File: config.mk
export PLATFORM = sky130hd
export DESIGN_NAME = fifo_wr_arbiter
export DESIGN_NICKNAME = d
export VERILOG_FILES = /design/src/rtl/fifo_wr_arbiter.sv
export SDC_FILE = /design/constraint.sdc
export NUM_CORES = 1
export LEC_CHECK = 0
export CORE_MARGIN = 1.5
export CORE_UTILIZATION = 47
export CTS_BUF_LIST = sky130_fd_sc_hd__clkbuf_4 sky130_fd_sc_hd__clkbuf_8
export CTS_CLUSTER_DIAMETER = 50
export DETAILED_ROUTE_END_ITERATION = 10
export HOLD_SLACK_MARGIN = 0.06
export PLACE_DENSITY = 0.94
export RECOVER_POWER = 50
export SYNTH_ARGS = -nofsm -noshare
export SYNTH_HDL_FRONTEND = slang
export SYNTH_SLANG_ARGS = --single-unit
File: constraint.sdc
create_clock -name clk -period 3.08 [get_ports clk]
set_clock_uncertainty 0.2 [all_clocks]
set_input_delay 0.308 -clock clk [delete_from_list [all_inputs] [get_ports clk]]
set_output_delay 0.308 -clock clk [all_outputs]
set_load 0.02 [all_outputs]
File: src/rtl/fifo_wr_arbiter.sv
// Round-robin arbiter sharing one sync-FIFO write port between two producers.
// Rejected writes are retried a bounded number of times, then dropped and counted.
module fifo_wr_arbiter #(
  parameter int DATA_W    = 16,
  parameter int MAX_RETRY = 3,
  parameter int CNT_W     = 8
) (
  input  logic              clk,
  input  logic              rst,
  input  logic              req0_valid,
  input  logic [DATA_W-1:0] req0_data,
  output logic              req0_ready,
  input  logic              req1_valid,
  input  logic [DATA_W-1:0] req1_data,
  output logic              req1_ready,
  output logic [DATA_W-1:0] fifo_data_in,
  output logic              fifo_wr_en,
  input  logic              fifo_full,
  input  logic              fifo_wr_ack,
  input  logic              fifo_overflow,
  output logic              grant_id,
  output logic              busy,
  output logic              drop_pulse,
  output logic [CNT_W-1:0]  drop_count
);

  localparam int RETRY_W = (MAX_RETRY > 0) ? $clog2(MAX_RETRY + 1) : 1;
  localparam logic [RETRY_W-1:0] RETRY_MAX = RETRY_W'(MAX_RETRY);

  typedef enum logic [1:0] {
    IDLE  = 2'd0,
    WRITE = 2'd1,
    CHECK = 2'd2,
    RETRY = 2'd3
  } state_t;

  state_t              state_r;
  logic                last_grant_r;
  logic [RETRY_W-1:0]  retry_cnt_r;
  logic [DATA_W-1:0]   fifo_data_in_r;
  logic                fifo_wr_en_r;
  logic                grant_id_r;
  logic                busy_r;
  logic                drop_pulse_r;
  logic [CNT_W-1:0]    drop_count_r;

  logic                grant0_s;
  logic                grant1_s;
  logic                idle_open_s;
  logic                accept0_s;
  logic                accept1_s;
  logic                reject_s;

  // Round-robin grant selection and the combinational ready path
  always_comb begin
    grant0_s    = 1'b0;
    grant1_s    = 1'b0;
    idle_open_s = 1'b0;
    reject_s    = 1'b0;
    if (req0_valid && req1_valid) begin
      grant0_s = last_grant_r;
      grant1_s = !last_grant_r;
    end else begin
      grant0_s = req0_valid;
      grant1_s = req1_valid;
    end
    idle_open_s = (state_r == IDLE) && !fifo_full && !rst;
    // ack wins over overflow; overflow and a silent non-ack are both retried
    reject_s = !fifo_wr_ack && (fifo_overflow || !fifo_overflow);
  end

  assign accept0_s  = idle_open_s & grant0_s & req0_valid;
  assign accept1_s  = idle_open_s & grant1_s & req1_valid;
  assign req0_ready = idle_open_s & grant0_s;
  assign req1_ready = idle_open_s & grant1_s;

  // Arbiter FSM with all registered outputs
  always_ff @(posedge clk or posedge rst) begin
    if (rst) begin
      state_r        <= IDLE;
      last_grant_r   <= 1'b1;
      retry_cnt_r    <= {RETRY_W{1'b0}};
      fifo_data_in_r <= {DATA_W{1'b0}};
      fifo_wr_en_r   <= 1'b0;
      grant_id_r     <= 1'b0;
      busy_r         <= 1'b0;
      drop_pulse_r   <= 1'b0;
      drop_count_r   <= {CNT_W{1'b0}};
    end else begin
      fifo_wr_en_r <= 1'b0;
      drop_pulse_r <= 1'b0;
      case (state_r)
        IDLE: begin
          if (accept0_s || accept1_s) begin
            fifo_data_in_r <= accept1_s ? req1_data : req0_data;
            grant_id_r     <= accept1_s;
            last_grant_r   <= accept1_s;
            retry_cnt_r    <= {RETRY_W{1'b0}};
            fifo_wr_en_r   <= 1'b1;
            busy_r         <= 1'b1;
            state_r        <= WRITE;
          end else begin
            busy_r  <= 1'b0;
            state_r <= IDLE;
          end
        end
        WRITE: begin
          state_r <= CHECK;
        end
        CHECK: begin
          if (!reject_s) begin
            busy_r  <= 1'b0;
            state_r <= IDLE;
          end else if (retry_cnt_r < RETRY_MAX) begin
            retry_cnt_r <= retry_cnt_r + RETRY_W'(1);
            state_r     <= RETRY;
          end else begin
            drop_pulse_r <= 1'b1;
            if (drop_count_r != {CNT_W{1'b1}}) begin
              drop_count_r <= drop_count_r + CNT_W'(1);
            end
            busy_r  <= 1'b0;
            state_r <= IDLE;
          end
        end
        RETRY: begin
          // the held word and grant_id are reused unchanged for the next attempt
          if (!fifo_full) begin
            fifo_wr_en_r <= 1'b1;
            state_r      <= WRITE;
          end else begin
            state_r <= RETRY;
          end
        end
        default: begin
          busy_r  <= 1'b0;
          state_r <= IDLE;
        end
      endcase
    end
  end

  assign fifo_data_in = fifo_data_in_r;
  assign fifo_wr_en   = fifo_wr_en_r;
  assign grant_id     = grant_id_r;
  assign busy         = busy_r;
  assign drop_pulse   = drop_pulse_r;
  assign drop_count   = drop_count_r;

endmodule

==> results.md <==
Power and ir drop:
- For this design the ratio of total power to cell area is 782 nW/um^2.
- Internal power comes to 0.00115 W.
- Summed over all cells, the static leakage comes to 1.07 nW.
- Of the total power, the share spent switching nets is 0.386.
- The share of total power dissipated in sequential elements is 0.384.
- The switching component of the power is 0.000726 W.
- The share of total power dissipated in combinational logic is 0.491.
- The maximum VDD drop is 0.000558 V.
- Of the total power, the clock network draws 0.124.

Clock tree:
- For the worst-skew pair, the clock arrives at the later sink with an insertion delay of 320 ps.
- The number of gates resized after CTS is 0.
- In this run the post-CTS setup repair buffer count came out at 0.
- The H-tree generated during clock tree synthesis spans 2 levels.
- The number of clock buffers inserted by TritonCTS is 5.
- The deepest clock path buffer count is 2.
- After clock tree synthesis, the flow added hold-fix buffers numbering 0.
- The TritonCTS sink count is 33.
- The clock-pin transition on the worst setup and hold timing paths is 110 ps.
- In this run the clock root is driven by a sky130_fd_sc_hd__clkbuf_4.
- TritonCTS built the clock tree.

Setup path:
- The capture instance of the worst register-to-register path is retry_cnt_r[1].
- On the worst path, the slowest cell contributes a delay of 610 ps.
- The worst setup path is captured at a primary output.
- The kind of start point of the critical path is a register.
- Counting cells, the worst reg-to-reg path comes to 6.
- The critical path goes through inv_1 > ha_1 > nor3b_4 > nand3_1 > inv_1 > clkdlybuf4s50_1.
- The start-to-end type of the worst setup path is register to primary output.
- At the worst endpoint, the required time is 2570 ps.
- The cell at the slowest stage of the critical path is sky130_fd_sc_hd__clkdlybuf4s50_1.
- The setup slack of the worst register-to-register path is 860 ps.
- In this run the critical register-to-register path is launched from state_r[1].
- Along the worst path, the maximum fanout reaches 8.
- The most frequent cell on the critical path is sky130_fd_sc_hd__inv_1.
- The critical path data arrival time is 2370 ps.

Synthesis:
- The primary flip-flop cell chosen by synthesis mapping is sky130_fd_sc_hd__dfrtp_1.
- The number of enable-type register cells in the synthesized netlist is 0.
- Synthesis produced a netlist with a net count of 221.
- The number of library cell types mapped by synthesis is 38.
- The synthesized design contains 33 register bits.
- Counting flops with an async set or reset pin after synthesis yields a share of 1.00.
- Averaged over all synthesized cells, the footprint is 9.31 um^2.
- The gate count of the mapped netlist is 176.
- The post-synthesis instance area is 1640 um^2.
- Of the synthesized area, sequential elements account for 0.505.
- The Yosys step of the flow raised 0 warnings.

Route:
- After detailed routing, the average wire length per cell comes to 12.4 um.
- Once detail routing completed, the nets flagged for antenna violations numbered 0.
- The post-detailed-routing wire length is 3630 um.
- After the first detailed-routing iteration, the DRC count stood at 48.
- Using the TritonRoute via totals, the vias-per-cell ratio works out to 5.03.
- The post-route DRC violation count is 0.
- The first-pass detailed-route iteration total is 4.
- The detailed router placed 1475 vias in this run.

STA:
- Setup repair after global routing left no endpoint under its margin.
- Hold timing on the final database bottoms out at a slack of 271 ps.
- Based on the critical path, the design can be clocked at up to 348 MHz.
- The accumulated negative setup slack is 0 ps.
- For the pin with the worst max-slew slack, the measured transition is 917 ps.
- The final count of pins violating max slew is 0.
- The post-route clock period utilization is 0.933.
- The minimum clock period after layout is 2870 ps.
- In this run the tightest slew margin relative to its limit is 0.389.
- The final number of hold-violating endpoints is 0.
- The number of setup violations in the final report is 0.

Floorplanning:
- For this configuration, the core starts out at a cell density of 0.491.
- The placeable core area is 3340 um^2.
- 69 I/O pins were placed.
- The die covers 3850 um^2.
- The die is 62.0 um tall.
- In this run the horizontal extent of the chip is 62.0 um.
- The number of rows created at floorplan is 21.

Final layout:
- With fillers left out, the area of the finished cells amounts to 2400 um^2.
- Of the cells placed in the final design, the portion with a size suffix greater than 1 is 0.0769.
- The final net count is 291.
- The number of antenna diodes in the final layout is 0.
- Compared with the post-synthesis result, the final layout area differs by 46.8%.

Hold path:
- In this run the most critical hold path is launched from last_grant_r.
- The worst hold path passes through 2 cells.
- The worst min-delay path endpoint is last_grant_r.
- The worst hold path belongs to the class register to register.

GRT:
- The global routing usage summed across all routing layers is 0.221.
- For this run the aggregate overflow at the end of global routing stands at 0.
- Entering global routing, the biggest net connects 35 pins.
- The number of antenna violations at the first check in global routing was 0.
- The first global-routing pass estimated 6180 um of wire.
- The via count of the first global-routing pass is 1475.

Placement:
- Port buffering added 67 buffers.
- The placed instance area is 2350 um^2.
- The placer congestion estimate is 0.791.
- The HPWL reported at the end of detailed placement is 2700 um.

Status:
- The run finished with clean final reports.

Job:
- The max-capacitance violation count is 0.
==> worst max-delay path by stage <==
stage	startpoint	slack [ps]	endpoint
6_report	state_r[1]	210	req1_ready
3_5_place_dp	state_r[0]	570	req1_ready
4_1_cts	state_r[0]	190	req1_ready
5_1_grt	state_r[1]	30	req1_ready
3_3_place_gp	fifo_full	630	req1_ready
2_1_floorplan	state_r[1]	950	req1_ready
==> synthesized netlist by cell type (4+ instances only) <==
cell type	n	area (um^2)
sky130_fd_sc_hd__a21oi_1	6	30.0
sky130_fd_sc_hd__a31oi_1	18	113
sky130_fd_sc_hd__clkbuf_1	4	15.0
sky130_fd_sc_hd__dfrtp_1	32	801
sky130_fd_sc_hd__ha_1	6	75.1
sky130_fd_sc_hd__inv_1	5	18.8
sky130_fd_sc_hd__nand2_1	43	161
sky130_fd_sc_hd__nand3_1	4	20.0
sky130_fd_sc_hd__nor2_1	21	78.8
==> placed cells by master (no fill, tap or decap), drive strengths merged, types with 2 or more instances in the layout <==
cell | synthesis | routed
clkdlybuf4s50 | 0 | 55
nand2 | 43 | 43
dfrtp | 32 | 32
nor2 | 21 | 21
a31oi | 18 | 18
dlygate4sd3 | 0 | 12
clkbuf | 4 | 7
a21oi | 6 | 6
ha | 6 | 6
inv | 6 | 6
nand3 | 5 | 5
buf | 4 | 3
nand4 | 2 | 2
xnor2 | 2 | 2
mux2 | 2 | 2
nor2b | 2 | 2
a41oi | 2 | 2
nand2b | 2 | 2
a211o | 2 | 2
clkinv | 0 | 2
nor3b | 2 | 2
o21ai | 2 | 2
==> flip-flops by register name, summed over array words and instances, names as in the netlist <==
register and count:
grant_id 1, drop_count 8, state_r 2, fifo_wr_en 1, retry_cnt_r 2, fifo_data_in 16, busy 1, last_grant_r 1
drop_pulse 1
==> power by group through the flow <==
stage / Combinational (W) / Sequential, W / Clock (W)
after floorplan: 0.000369 / 0.000894 / 0
after global placement: 0.000928 / 0.000724 / 0
after detailed placement: 0.000955 / 0.000733 / 0
after CTS: 0.000962 / 0.000725 / 0.000243
after global routing: 0.00103 / 0.000749 / 0.000260
final: 0.000923 / 0.000723 / 0.000234
==> cell families (layout without fill, tap and decap cells) <==
family / Yosys count / after routing / synth area share
AND/OR/NAND/NOR: 83 / 83 / 0.237
AO/OA/AOI/OAI: 35 / 35 / 0.142
flip-flops: 33 / 33 / 0.505
buffers and inverters: 14 / 85 / 0.0405
adder cells (fa/ha/maj): 6 / 6 / 0.0458
XOR/XNOR: 3 / 3 / 0.0160
multiplexers: 2 / 2 / 0.0137
==> layout make-up <==
class / instances / area (um^2)
tap: 46 / 57.6
inverter: 6 / 22.5
clock inverter: 2 / 10.0
fill: 272 / 933
clock buffer: 6 / 45.0
sequential: 33 / 827
multi-input combinational: 129 / 744
timing repair buffer: 71 / 697
==> critical path, delay by kind of cell, from the launching register on <==
family	cells	cell delay [ps]
buffers and inverters	3	780
AND/OR/NAND/NOR	2	500
flip-flops	1	450
adder cells (fa/ha/maj)	1	310
==> per-stage QoR <==
step / util / total power (W) / setup slack (ps) / std cells
2_1_floorplan: - / 0.00126 / 950 / 176
3_3_place_gp: 0.705 / 0.00165 / 632 / 285
3_5_place_dp: 0.705 / 0.00169 / 573 / 285
4_1_cts: 0.721 / 0.00193 / 188 / 293
5_1_grt: 0.720 / 0.00203 / 29.6 / 293
6_report: 0.720 / 0.00188 / 206 / 293
==> per-layer routing <==
| metal | part of all wire | vias to the layer above | track usage |
|---|---|---|---|
| li1 | - | 747 | - |
| met1 | 0.41 | 681 | 0.247 |
| met2 | 0.50 | 43 | 0.376 |
| met3 | 0.073 | 4 | 0.0828 |
| met4 | 0.011 | 0 | 0.0942 |
| met5 | 0 | - | 0 |
(Power assumes the default switching activity.)
